[src/rtl/i_buf_if.sv]
// Capture-side video/linebuffer bundle for i_buf_controller.
//   Video in : vsync (active-low), hsync (active-low, informational), vde, i_data[7:0]
//   Buffer out: addr, o_data[31:0], we
//   PS status: line_ready, frame_start, line_count[12:0], overflow
//   line_bank exists only when I_BUF_PINGPONG_EN is defined.
// The controller uses the master modport; the video source / linebuffer / PS side uses slave.
interface i_buf_if #(
  parameter int unsigned ADDRESS_WIDTH = 32
);
  logic                     vsync;
  logic                     hsync;
  logic                     vde;
  logic [7:0]               i_data;
  logic [ADDRESS_WIDTH-1:0] addr;
  logic [31:0]              o_data;
  logic                     we;
  logic                     line_ready;
  logic                     frame_start;
  logic [12:0]              line_count;
  logic                     overflow;
`ifdef I_BUF_PINGPONG_EN
  logic                     line_bank;
`endif

  modport master (
    input  vsync, hsync, vde, i_data,
    output addr, o_data, we, line_ready, frame_start, line_count, overflow
`ifdef I_BUF_PINGPONG_EN
    , output line_bank
`endif
  );

  modport slave (
    output vsync, hsync, vde, i_data,
    input  addr, o_data, we, line_ready, frame_start, line_count, overflow
`ifdef I_BUF_PINGPONG_EN
    , input line_bank
`endif
  );
endinterface

[src/rtl/i_buf_controller.sv]
// Capture linebuffer controller: packs a raw 8-bit pixel stream into 32-bit words
// (first pixel in [31:24]), writes them to the linebuffer and tells the PS when a
// line is complete and when a new frame begins.
//
// Ports:
//   pclk    - pixel clock
//   reset_n - synchronous reset, active-low
//   bus     - i_buf_if.master: vsync/hsync/vde/i_data in; addr/o_data/we,
//             line_ready/frame_start pulses, line_count, sticky overflow out.
//
// Build option: define I_BUF_PINGPONG_EN to make addr[ADDRESS_WIDTH-1] a bank bit that
// toggles per completed line, and to add the line_bank output.
module i_buf_controller #(
  parameter int unsigned ADDRESS_WIDTH  = 32,
  parameter int unsigned DISPLAY_WIDTH  = 640,
  parameter int unsigned DISPLAY_HEIGHT = 320
) (
  input logic     pclk,
  input logic     reset_n,
  i_buf_if.master bus
);

`ifdef I_BUF_PINGPONG_EN
  localparam int unsigned IdxW = ADDRESS_WIDTH - 1;
`else
  localparam int unsigned IdxW = ADDRESS_WIDTH;
`endif
  localparam logic [12:0] WidthLim  = 13'(DISPLAY_WIDTH);
  localparam logic [12:0] HeightLim = 13'(DISPLAY_HEIGHT);

  typedef enum logic [1:0] {StWaitFrame, StWaitLine, StActive, StFlush} state_e;

  state_e state_q, state_d;

  logic        vsync_q, vsync_qq, vde_q;
  logic [7:0]  data_q;
  logic [1:0]  lane_q, lane_d;
  logic [12:0] pix_q, pix_d;
  logic [31:0] pack_q, pack_d;
  logic        full_q, full_d;
  logic [IdxW-1:0] word_q, word_d;
  logic [31:0] o_data_q, o_data_d;
  logic        we_q, we_d;
  logic        line_ready_q, line_ready_d;
  logic        frame_start_q, frame_start_d;
  logic [12:0] line_count_q, line_count_d;
  logic        overflow_q, overflow_d;
  logic        capture;
  logic        vs_fall;
`ifdef I_BUF_PINGPONG_EN
  logic        bank_q, bank_d;
  logic        line_bank_q, line_bank_d;
`endif

  logic unused_hsync;
  assign unused_hsync = bus.hsync;

  assign vs_fall = vsync_qq & ~vsync_q;

  always_comb begin
    state_d       = state_q;
    lane_d        = lane_q;
    pix_d         = pix_q;
    pack_d        = pack_q;
    full_d        = 1'b0;
    word_d        = we_q ? word_q + IdxW'(1) : word_q;
    o_data_d      = o_data_q;
    we_d          = 1'b0;
    line_ready_d  = 1'b0;
    frame_start_d = 1'b0;
    line_count_d  = line_count_q;
    overflow_d    = overflow_q;
    capture       = 1'b0;
`ifdef I_BUF_PINGPONG_EN
    bank_d        = bank_q;
    line_bank_d   = line_bank_q;
`endif

    // A word completed on the previous edge is written one cycle later.
    if (full_q) begin
      we_d     = 1'b1;
      o_data_d = pack_q;
    end

    unique case (state_q)
      StWaitFrame: begin
        if (vde_q && (line_count_q == HeightLim)) overflow_d = 1'b1;
      end
      StWaitLine: begin
        if (vde_q) begin
          capture = 1'b1;
          state_d = StActive;
        end
      end
      StActive: begin
        if (vde_q) capture = 1'b1;
        else       state_d = StFlush;
      end
      StFlush: begin
        if (lane_q != 2'd0) begin
          // Partial word: left-justify the captured lanes, zero-pad the rest.
          we_d = 1'b1;
          unique case (lane_q)
            2'd1:    o_data_d = {pack_q[7:0], 24'h0};
            2'd2:    o_data_d = {pack_q[15:0], 16'h0};
            default: o_data_d = {pack_q[23:0], 8'h0};
          endcase
          lane_d = 2'd0;
        end else begin
          line_ready_d = 1'b1;
          line_count_d = line_count_q + 13'd1;
          word_d       = '0;
          pix_d        = '0;
`ifdef I_BUF_PINGPONG_EN
          line_bank_d  = bank_q;
          bank_d       = ~bank_q;
`endif
          state_d = (line_count_d == HeightLim) ? StWaitFrame : StWaitLine;
        end
      end
      default: state_d = StWaitFrame;
    endcase

    if (capture) begin
      if (pix_q < WidthLim) begin
        pack_d = {pack_q[23:0], data_q};
        lane_d = lane_q + 2'd1;
        pix_d  = pix_q + 13'd1;
        full_d = (lane_q == 2'd3);
      end else begin
        overflow_d = 1'b1;
      end
    end

    // Frame start overrides everything, including an in-flight line.
    if (vs_fall) begin
      state_d       = StWaitLine;
      frame_start_d = 1'b1;
      line_count_d  = '0;
      word_d        = '0;
      lane_d        = '0;
      pix_d         = '0;
      full_d        = 1'b0;
      overflow_d    = 1'b0;
      we_d          = 1'b0;
      line_ready_d  = 1'b0;
      o_data_d      = o_data_q;
`ifdef I_BUF_PINGPONG_EN
      bank_d        = 1'b0;
`endif
    end
  end

  always_ff @(posedge pclk) begin
    if (!reset_n) begin
      state_q       <= StWaitFrame;
      vsync_q       <= 1'b0;
      vsync_qq      <= 1'b0;
      vde_q         <= 1'b0;
      data_q        <= '0;
      lane_q        <= '0;
      pix_q         <= '0;
      pack_q        <= '0;
      full_q        <= 1'b0;
      word_q        <= '0;
      o_data_q      <= '0;
      we_q          <= 1'b0;
      line_ready_q  <= 1'b0;
      frame_start_q <= 1'b0;
      line_count_q  <= '0;
      overflow_q    <= 1'b0;
`ifdef I_BUF_PINGPONG_EN
      bank_q        <= 1'b0;
      line_bank_q   <= 1'b0;
`endif
    end else begin
      state_q       <= state_d;
      vsync_q       <= bus.vsync;
      vsync_qq      <= vsync_q;
      vde_q         <= bus.vde;
      data_q        <= bus.i_data;
      lane_q        <= lane_d;
      pix_q         <= pix_d;
      pack_q        <= pack_d;
      full_q        <= full_d;
      word_q        <= word_d;
      o_data_q      <= o_data_d;
      we_q          <= we_d;
      line_ready_q  <= line_ready_d;
      frame_start_q <= frame_start_d;
      line_count_q  <= line_count_d;
      overflow_q    <= overflow_d;
`ifdef I_BUF_PINGPONG_EN
      bank_q        <= bank_d;
      line_bank_q   <= line_bank_d;
`endif
    end
  end

`ifdef I_BUF_PINGPONG_EN
  assign bus.addr      = {bank_q, word_q};
  assign bus.line_bank = line_bank_q;
`else
  assign bus.addr      = word_q;
`endif
  assign bus.o_data      = o_data_q;
  assign bus.we          = we_q;
  assign bus.line_ready  = line_ready_q;
  assign bus.frame_start = frame_start_q;
  assign bus.line_count  = line_count_q;
  assign bus.overflow    = overflow_q;

endmodule

[src/flat_wrapper.sv]
// flat-port wrapper written by rule: the top's interface ports become plain ports
module i_buf_controller_flat 
#(
  parameter int unsigned ADDRESS_WIDTH  = 32,
  parameter int unsigned DISPLAY_WIDTH  = 640,
  parameter int unsigned DISPLAY_HEIGHT = 320
)
  (pclk, reset_n, bus_vsync, bus_hsync, bus_vde, bus_i_data, bus_addr, bus_o_data, bus_we, bus_line_ready, bus_frame_start, bus_line_count, bus_overflow);
  i_buf_if #(.ADDRESS_WIDTH(ADDRESS_WIDTH)) bus_i ();
  input logic pclk;
  input logic reset_n;
  input wire logic [$bits(bus_i.vsync)-1:0] bus_vsync;
  input wire logic [$bits(bus_i.hsync)-1:0] bus_hsync;
  input wire logic [$bits(bus_i.vde)-1:0] bus_vde;
  input wire logic [$bits(bus_i.i_data)-1:0] bus_i_data;
  output wire logic [$bits(bus_i.addr)-1:0] bus_addr;
  output wire logic [$bits(bus_i.o_data)-1:0] bus_o_data;
  output wire logic [$bits(bus_i.we)-1:0] bus_we;
  output wire logic [$bits(bus_i.line_ready)-1:0] bus_line_ready;
  output wire logic [$bits(bus_i.frame_start)-1:0] bus_frame_start;
  output wire logic [$bits(bus_i.line_count)-1:0] bus_line_count;
  output wire logic [$bits(bus_i.overflow)-1:0] bus_overflow;
  assign bus_i.vsync = bus_vsync;
  assign bus_i.hsync = bus_hsync;
  assign bus_i.vde = bus_vde;
  assign bus_i.i_data = bus_i_data;
  assign bus_addr = bus_i.addr;
  assign bus_o_data = bus_i.o_data;
  assign bus_we = bus_i.we;
  assign bus_line_ready = bus_i.line_ready;
  assign bus_frame_start = bus_i.frame_start;
  assign bus_line_count = bus_i.line_count;
  assign bus_overflow = bus_i.overflow;
  i_buf_controller #(.ADDRESS_WIDTH(ADDRESS_WIDTH), .DISPLAY_WIDTH(DISPLAY_WIDTH), .DISPLAY_HEIGHT(DISPLAY_HEIGHT)) u_core (.pclk(pclk), .reset_n(reset_n), .bus(bus_i));
endmodule
[config.mk]
export PLATFORM = sky130hd
export DESIGN_NAME = i_buf_controller_flat
export DESIGN_NICKNAME = d
export VERILOG_FILES = /design/src/rtl/i_buf_if.sv /design/src/rtl/i_buf_controller.sv /design/src/flat_wrapper.sv
export SDC_FILE = /design/constraint.sdc
export NUM_CORES = 1
export LEC_CHECK = 0
export CORE_MARGIN = 1.5
export CORE_UTILIZATION = 54
export CTS_BUF_LIST = sky130_fd_sc_hd__clkbuf_16
export DETAILED_ROUTE_END_ITERATION = 8
export PLACE_DENSITY = 0.84
export SLEW_MARGIN = 25
export SYNTH_ARGS = -nofsm -noshare
export SYNTH_HDL_FRONTEND = slang
export SYNTH_SLANG_ARGS = --single-unit
[constraint.sdc]
create_clock -name pclk -period 2.3 [get_ports pclk]
set_input_delay 0.46 -clock pclk [delete_from_list [all_inputs] [get_ports pclk]]
set_output_delay 0.46 -clock pclk [all_outputs]
set_load 0.02 [all_outputs]
### After elaboration in Yosys (flattened, before gate mapping)

Cells that the tools add are included.

* bits in registers: 142
* latch bits: 0
* RAM bits: 0
* memory bits (read-only): 0
* input port bits: 13
* output and inout port bits: 81
* logic and storage cells: 88
* memories: 0

* add/subtract/negate cells: 4
* multiply operators: 0
* div/mod/pow operators: 0
* $lt $le $gt $ge: 1
* equal/unequal tests: 14
* shift operators: 0
* multiplexer cells: 32
* bitwise gates (word level): 7
* reduce and logical (&&, ||, !) cells: 13

Operators by type and width (number)
* 32-bit two-way mux: 6
* 32-bit one-hot mux with 2 select lines: 1
* 13-bit two-way mux: 4
* 32-bit by 1-bit adder with 32-bit output (second input constant): 1
* 13-bit by 1-bit adder with 13-bit output (second input constant): 2
* 13-bit by 9-bit equality test with 1-bit output (second input constant): 2
* 2-bit two-way mux: 7
* 13-bit by 10-bit < comparator with 1-bit output (second input constant): 1
* 1-bit two-way mux: 13
* 2-bit equality test (second input constant): 4
* 4-bit AND reduction: 2
* 1-bit inverter: 6
* 2-bit one-hot mux with 3 select lines: 1
* 2-bit by 1-bit equality test with 1-bit output (second input constant): 2
* 2-bit inequality test (second input constant): 2
* 2-bit AND reduction: 2
* 4-bit nonzero test: 1
* 2-bit OR reduction: 2
* 4-bit OR reduction: 1
* 3-bit by 1-bit inequality test with 1-bit output (second input constant): 1
* 3-bit by 2-bit inequality test with 1-bit output (second input constant): 1
* 3-bit inequality test (second input constant): 1
* 3-bit nonzero test: 1
* 3-bit OR reduction: 1
* 6 further kinds: 6

### Logic depth before layout (Yosys ltp)

Gate-level depths: netlist of the first run.

* depth after elaboration: 6
* depth in mapped cells: 9
* depth with buffers taken out: 7

### Worst setup path before layout of the first run

Ideal clock, no wire load.

* path kind: register to register
* from: register u_core.lane_q[0]
* to: register u_core.o_data_q[14], in the netlist u_core.bus.o_data[14]
* library setup time: 0.123 ns
* arrival: 1.928 ns
* data required time: 2.177 ns
* setup slack: 0.250 ns
* cell stages (with the launch flop): 10
* path buffers: 2
* period minus slack after synthesis: 2.050 ns
* cells stage by stage: dfxtp_1 > inv_1 > ha_1 > nor2b_1 > clkbuf_1 > nor2_1 > o21a_1 > clkbuf_1 > a222oi_1 > inv_1

* longest elaborated chain between the ends: 4
* elaborated cells on any way between the ends: 6
* classes of those cells: eq/ne: 2; mux: 3; reduce/logical: 1

RTL lines
* start, declared: line i_buf_controller.sv:37 `logic [1:0] lane_q, lane_d;`
* start signal, assigned: line i_buf_controller.sv:182 `lane_q <= lane_d;`
* 2-bit equality test / 2-bit by 1-bit equality test with 1-bit output (equally long branches): line i_buf_controller.sv:103 `unique case (lane_q)`
* 32-bit one-hot mux with 2 select lines: line i_buf_controller.sv:103
* 32-bit two-way mux *: line i_buf_controller.sv:100 `if (lane_q != 2'd0) begin`
* 32-bit two-way mux *: line i_buf_controller.sv:85 `unique case (state_q)`
* end signal, assigned: line i_buf_controller.sv:187 `o_data_q <= o_data_d;`
* end, declared: line i_buf_controller.sv:42 `logic [31:0] o_data_q, o_data_d;`

Mark *: on every way between the ends. The rest lies on a longest branch, timed or not.
A chain may end at the register's enable or synchronous reset.

### Worst setup path in the final report of the first run

* from: register u_core.line_count_q[1], in the netlist u_core.bus.line_count[1]
* to: register u_core.state_q[0]

* longest elaborated chain between the ends: 6

RTL lines
* start, declared: line i_buf_controller.sv:46 `logic [12:0] line_count_q, line_count_d;`
* start signal, assigned: line i_buf_controller.sv:191 `line_count_q <= line_count_d;`
* 13-bit by 1-bit adder with 13-bit output: line i_buf_controller.sv:111 `line_count_d = line_count_q + 13'd1;`
* 13-bit by 9-bit equality test with 1-bit output: line i_buf_controller.sv:118 `state_d = (line_count_d == HeightLim) ? StWaitFrame : StWaitLine;`
* 1-bit two-way mux: line i_buf_controller.sv:118
* 2-bit two-way mux: line i_buf_controller.sv:100
* 2-bit one-hot mux with 3 select lines: line i_buf_controller.sv:85
* 1-bit two-way mux: line i_buf_controller.sv:136 `if (vs_fall) begin`
* end signal, assigned: line i_buf_controller.sv:156 `state_q <= StWaitFrame;`
* end signal, assigned: line i_buf_controller.sv:177 `state_q <= state_d;`
* end, declared: line i_buf_controller.sv:33 `state_e state_q, state_d;`

No other way between the ends. The select of a mux whose other input is x is not followed.

==> results of run 1 <==
per-layer routing:
layer | global-route usage, % | wire, um | share of wire (%) | vias up
met2 | 48.7 | 8200 | 50 | 300
met4 | 15.9 | 634 | 3.9 | 0
li1 | - | - | - | 2693
met1 | 32.4 | 6340 | 39 | 2739
met5 | 0 | 0 | 0 | -
met3 | 5.98 | 1100 | 6.7 | 54
final cells by class:
cell class | instances | area [um2]
Multi-Input combinational cell | 515 | 3020
Clock buffer | 17 | 425
Clock inverter | 14 | 223
Timing Repair Buffer | 117 | 1130
Tap cell | 140 | 175
Fill cell | 789 | 3040
Inverter | 19 | 71.3
Sequential cell | 142 | 2840
final timing paths:
path	slack, ns	endpoint	from
min reg2reg	0.44	u_core.pack_q[5]	u_core.data_q[5]
max reg2reg	0.17	u_core.state_q[0]	u_core.bus.line_count[1]
max	0.17	u_core.state_q[0]	u_core.bus.line_count[1]
min	0.44	u_core.pack_q[5]	u_core.data_q[5]
kinds of logic after synthesis:
group | share of synthesized area [%]
adder cells (fa/ha/maj) | 2.87
XOR/XNOR | 5.60
AND/OR/NAND/NOR | 23.9
AO/OA/AOI/OAI | 15.6
flip-flops | 46.6
multiplexers | 1.64
buffers and inverters | 3.82
metrics by stage:
step	hold slack (ns)	instance area [um2]	util [%]	setup WS [ns]
5_1_grt	0.458	7890	72.2	0.0261
4_1_cts	0.439	7890	72.2	0.159
2_1_floorplan	0.417	6100	-	0.250
6_report	0.439	7890	72.2	0.165
3_5_place_dp	0.429	7240	66.2	0.180
3_3_place_gp	0.422	7240	66.2	0.200
sequential cells by signal, indices dropped and copies added (netlist names), 2 cells and up:
| name | cells |
|---|---|
| u_core.bus.addr | 32 |
| u_core.bus.line_count | 13 |
| u_core.pack_q | 32 |
| u_core.pix_q | 13 |
| u_core.lane_q | 2 |
| u_core.data_q | 8 |
| u_core.state_q | 2 |
| u_core.bus.o_data | 32 |
Yosys cell counts, drive strengths merged, types with 2 or more instances:
cell type	count	share of area, %
a221o	4	0.66
a21o	5	0.62
nor2	62	3.8
a21oi	67	5.5
or3	10	1.0
a31oi	8	0.82
and4	7	1.0
ha	14	2.9
buf	5	0.41
and3	13	1.3
nand3	31	2.6
a221oi	11	1.6
nor4	4	0.66
nor3	11	0.90
a222oi	6	0.99
clkbuf	36	2.2
and2	16	1.6
a211oi	2	0.25
o31ai	3	0.37
nand4	17	2.1
xnor2	14	2.0
nand2	117	7.2
nor2b	5	0.51
mux2i	10	1.6
xor2	25	3.6
nand2b	3	0.31
o21ai	24	2.0
dfxtp	142	47
a22o	8	1.1
nand3b	3	0.37
inv	18	1.1
worst max-delay path, cell delays in order, from the launching register on:
cell       delay [ns]
dfxtp_1          0.44
ha_1             0.34
nand2_1          0.07
or4_1            0.51
a2111oi_0        0.54
o2bb2ai_1        0.10
power by group through the flow:
stage                     Combinational [mW]  Sequential, mW  Clock (mW)
after floorplan                        0.431            2.63           0
after global placement                 0.637            2.63           0
after detailed placement               0.671            2.63           0
after CTS                              0.681            2.58        3.05
after global routing                   0.756            2.59        3.15
final                                  0.695            2.58        3.04
==> flow_summary.json, run 1 <==
{
  "status": "completed",
  "tightest_slew_ns": 0.584,
  "syn_avg_cell_area_um2": 8.50,
  "drt_iter0_markers": 631,
  "cts_resized": 0,
  "rows": 38,
  "vias": 5786,
  "powerDensity_mw_per_mm2": 800,
  "clock_skew_ns": 0.00610,
  "p_sw_mw": 1.54,
  "die_x_um": 109,
  "syn_nets": 744,
  "ys_types": 54,
  "syn2layout_area_growth_pct": 29.5,
  "numCtsBuffers": 17,
  "final_cell_mix": "dfxtp_1, nand2_1, clkdlybuf4s50_1",
  "io_buffers": 92,
  "path_max_fanout": 8,
  "track_usage_pct": 28.2,
  "grt_pass1_wl_um": 26300,
  "fmax_mhz": 468,
  "clk_path_buf_depth": 2,
  "final_common_cell": "dfxtp_1",
  "synth_flop_cell": "dfxtp_1",
  "end_kind": "flop",
  "crit_path_start_kind": "flop",
  "die_h_um": 109,
  "slew_headroom_pct": 60.1,
  "clockPowerShare_pct": 48.1,
  "worstHoldPathType": "reg -> reg",
  "place_congestion": 0.860,
  "final_nets": 839,
  "drive_above_1_share_pct": 7.16,
  "final_cells": 964,
  "p_comb_share_pct": 11.0,
  "slew_viol_final": 0,
  "leakagePower_nw": 2.88,
  "synth_area_mm2": 0.00610,
  "ys_ff_latch": 142,
  "overflow": 0,
  "cts_tree": "built",
  "drv_cap": 0,
  "die_area_mm2": 0.0119,
  "io_pins": 94,
  "antenna_found_initial": 0,
  "placed_cells": 933,
  "post-route-min-period_ns": 2.13,
  "wl_um": 16300,
  "pwr-share-seq_pct": 40.9,
  "holdPathStages": 2,
  "grt_max_degree": 36,
  "via_per_inst": 6.00,
  "postSynth.asyncResetShare_pct": 0,
  "drtPass1Iterations": 6,
  "ys_seq_area_share_pct": 46.6,
  "core_mm2": 0.0109,
  "critical_path_required_ns": 2.59,
  "finalHoldViolations": 0,
  "setup_viol": 0,
  "fin_crit_sh_pct": 92.8,
  "insertion_delay_ns": 0.42,
  "worstSetupPathType": "reg -> reg",
  "r2r.worst_path.cells": 5,
  "grt_pass1_vias": 5559,
  "rsz0062_at_grt": "no",
  "finalSetupTns_ns": 0,
  "postCtsSetupBuffers": 0,
  "synth_edf_count": 0,
  "cts_sinks": 142,
  "dp_hpwl_um": 10600,
  "wl_per_cell_um": 16.9,
  "cts-root-buf": "clkbuf_16",
  "clk_pin_slew_worst_paths_ns": 0.06,
  "netlist_instances": 717,
  "drc_errors": 0,
  "htree_levels": 4,
  "power_mw": 6.31,
  "arrival_ns": 2.42,
  "start_util_pct": 55.7,
  "antenna_cells": 0,
  "netSwitchingFraction_pct": 24.4,
  "vdd_drop_max_v": 0.000465,
  "yosysWarnings": 0,
  "antenna_left": 0,
  "hold_buffers": 0,
  "intPower_mw": 4.77
}
(Power assumes the default switching activity.)
==> run 2: changes to the inputs <==
--- a/config.mk
+++ b/config.mk
@@ -10,6 +10,7 @@
 export CTS_BUF_LIST = sky130_fd_sc_hd__clkbuf_16
 export DETAILED_ROUTE_END_ITERATION = 8
 export PLACE_DENSITY = 0.84
+export SKIP_LAST_GASP = 1
 export SLEW_MARGIN = 25
 export SYNTH_ARGS = -nofsm -noshare
 export SYNTH_HDL_FRONTEND = slang
==> results of run 2 <==
Final layout, timing and power as in run 1 (identical DEF).
==> run 3: changes to the inputs <==
--- a/config.mk
+++ b/config.mk
@@ -5,11 +5,12 @@
 export SDC_FILE = /design/constraint.sdc
 export NUM_CORES = 1
 export LEC_CHECK = 0
-export CORE_MARGIN = 1.5
-export CORE_UTILIZATION = 54
+export ABC_AREA = 1
+export CORE_MARGIN = 3
+export CORE_UTILIZATION = 55
 export CTS_BUF_LIST = sky130_fd_sc_hd__clkbuf_16
 export DETAILED_ROUTE_END_ITERATION = 8
-export PLACE_DENSITY = 0.84
+export PLACE_DENSITY = 0.85
 export SKIP_LAST_GASP = 1
 export SLEW_MARGIN = 25
 export SYNTH_ARGS = -nofsm -noshare
==> run 3 against run 2 <==
Against the previous run:
- largest power group unchanged
- register-to-register slack gained 0.06 ns
- synthesized cell count increased by 22%
- hold slack lost 0.0030 ns
==> flow_summary.json, run 3 <==
{
  "arrival_ns": 1.62,
  "syn_avg_cell_area_um2": 7.44,
  "place_congestion": 0.936,
  "leakagePower_nw": 3.12,
  "overflow": 0,
  "drtPass1Iterations": 5,
  "cts_tree": "built",
  "tightest_slew_ns": 0.646,
  "cts_sinks": 142,
  "syn2layout_area_growth_pct": 26.0,
  "stdcell_area_mm2": 0.00819,
  "grt_pass1_vias": 5628,
  "finalSetupTns_ns": 0,
  "path_max_fanout": 5,
  "htree_levels": 4,
  "path_delay_family": "buffers and inverters",
  "synth_edf_count": 0,
  "die_area_mm2": 0.0132,
  "cts-root-buf": "clkbuf_16",
  "start_util_pct": 56.7,
  "placed_area_mm2": 0.00761,
  "io_buffers": 92,
  "syn_nets": 901,
  "wl_per_cell_um": 14.4,
  "cp_slowest_cell": "clkdlybuf4s50_1",
  "final_common_cell": "dfxtp_1",
  "final_nets": 998,
  "synth_top_area_share_pct": 43.7,
  "end_kind": "primary output",
  "post-route-min-period_ns": 2.08,
  "synth_area_leaders": "dfxtp_1, nand2_1, nor2_1",
  "drv_cap": 0,
  "core_mm2": 0.0115,
  "die_x_um": 115,
  "die_h_um": 115,
  "fill_cells": 896,
  "vdd_drop_max_v": 0.000852,
  "antenna_cells": 0,
  "yosysWarnings": 0,
  "cts_resized": 0,
  "antenna_left": 0,
  "clk_path_buf_depth": 2,
  "powerDensity_mw_per_mm2": 692,
  "status": "completed",
  "cp_slowest_stage_delay_ns": 0.60,
  "crit_chain": "buf_4 -> clkdlybuf4s50_1",
  "hold_buffers": 0,
  "synth_area_mm2": 0.00650,
  "cp_num_buf_inv": 2,
  "synth_top_area_cell": "dfxtp_1",
  "wl_um": 16200,
  "clock_skew_ns": 0.00756,
  "fin_crit_sh_pct": 90.4,
  "slew_viol_final": 0,
  "clk_pin_slew_worst_paths_ns": 0.06,
  "rows": 39,
  "via_per_inst": 5.46,
  "numCtsBuffers": 17,
  "synth_flop_cell": "dfxtp_1",
  "ys_seq_area_share_pct": 43.7,
  "synth.most_common_cell": "dfxtp_1",
  "setup_viol": 0,
  "finalHoldViolations": 0,
  "fmax_mhz": 481,
  "dp_hpwl_um": 11100,
  "postCtsSetupBuffers": 0,
  "antenna_found_initial": 0,
  "worstSetupPathType": "reg -> out",
  "postSynth.asyncResetShare_pct": 0,
  "slew_headroom_pct": 56.8,
  "drc_errors": 0,
  "netlist_instances": 874,
  "whs_ns": 0.436,
  "fin_util_pct": 71.4,
  "worstHoldPathType": "reg -> reg",
  "drt_iter0_markers": 536,
  "synth_common_cells": "dfxtp_1, nand2_1, nor2_1, inv_1, o21ai_0",
  "ys_types": 49,
  "critical_path_required_ns": 1.84,
  "track_usage_pct": 25.2,
  "final_cell_mix": "dfxtp_1, nand2_1, nor2_1",
  "ys_ff_latch": 142,
  "vias": 6148,
  "crit_path_start_kind": "flop",
  "insertion_delay_ns": 0.42,
  "drive_above_1_share_pct": 8.24,
  "io_pins": 94,
  "grt_pass1_wl_um": 26700,
  "grt_max_degree": 54,
  "rsz0062_at_grt": "no"
}
[run 3: cell count changes after synthesis, sizes merged, moves of 10 or more]
cell,change
inv,+101
nand2,+27
nor2,+72
or3,-10
clkbuf,-13
and3,-13
o22ai,+21
o21ai,+45
a221oi,-10
a21oi,-13
and2,-16
[run 3: layer usage]
metal  part of all wire [%]  wire length (um)  GRT usage [%]  up-vias
met2                     47              7660           40.6      254
met3                    6.4              1040           5.55       56
met1                     42              6880           31.8     2767
met5                      0                 0              0        -
met4                    3.9               629           13.0        0
li1                       -                 -              -     3071
[run 3: path summary, 6_finish.rpt]
path / from / end / slack (ns) / cells past startpoint
max: u_core.bus.we / bus_we / 0.22 / 2
min: u_core.vsync_q / u_core.vsync_qq / 0.44 / 2
max reg2reg: u_core.lane_q[0] / u_core.bus.o_data[15] / 0.23 / 9
min reg2reg: u_core.vsync_q / u_core.vsync_qq / 0.44 / 2
[run 3: layout make-up]
class | instances | area [um2] | area share [%]
Inverter | 120 | 453 | 5.53
Timing Repair Buffer | 115 | 1090 | 13.3
Multi-Input combinational cell | 575 | 3050 | 37.2
Sequential cell | 142 | 2840 | 34.7
Clock buffer | 17 | 425 | 5.19
Clock inverter | 14 | 153 | 1.86
Tap cell | 143 | 179 | 2.18
[run 3: worst reg2reg max path, delay by kind of cell, from the launching register on]
family / cells / cell delay (ns)
AOI/OAI and AO/OA: 1 / 0.21
adders and majority gates: 1 / 0.23
buffers and inverters: 4 / 0.64
DFF: 1 / 0.40
and+or+nand+nor: 3 / 0.50
[run 3: cells by family (layout without fill, tap and decap cells)]
logic type	count (synthesis)	in the layout	synth area share, %
DFF	142	142	43.7
xor gates and xnor gates	23	23	3.10
AOI/OAI and AO/OA	181	181	16.1
adders and majority gates	14	14	2.69
and+or+nand+nor	356	356	24.7
buffers and inverters	157	266	9.53
muxes	1	1	0.154
[run 3: through the flow]
stage	power (mW)	instances	worst slack [ns]
after floorplan	2.88	874	0.469
after global placement	3.00	1095	0.00556
after detailed placement	3.01	1095	-0.0651
after CTS	5.69	1126	0.0816
after global routing	5.86	1126	0.0951
final	5.66	1126	0.221
[run 3: power breakdown]
| group | internal [mW] | switching, mW |
|---|---|---|
| Combinational | 0.126 | 0.232 |
| Sequential | 2.54 | 0.0757 |
| Clock | 1.68 | 1.02 |
| Total | 4.34 | 1.32 |
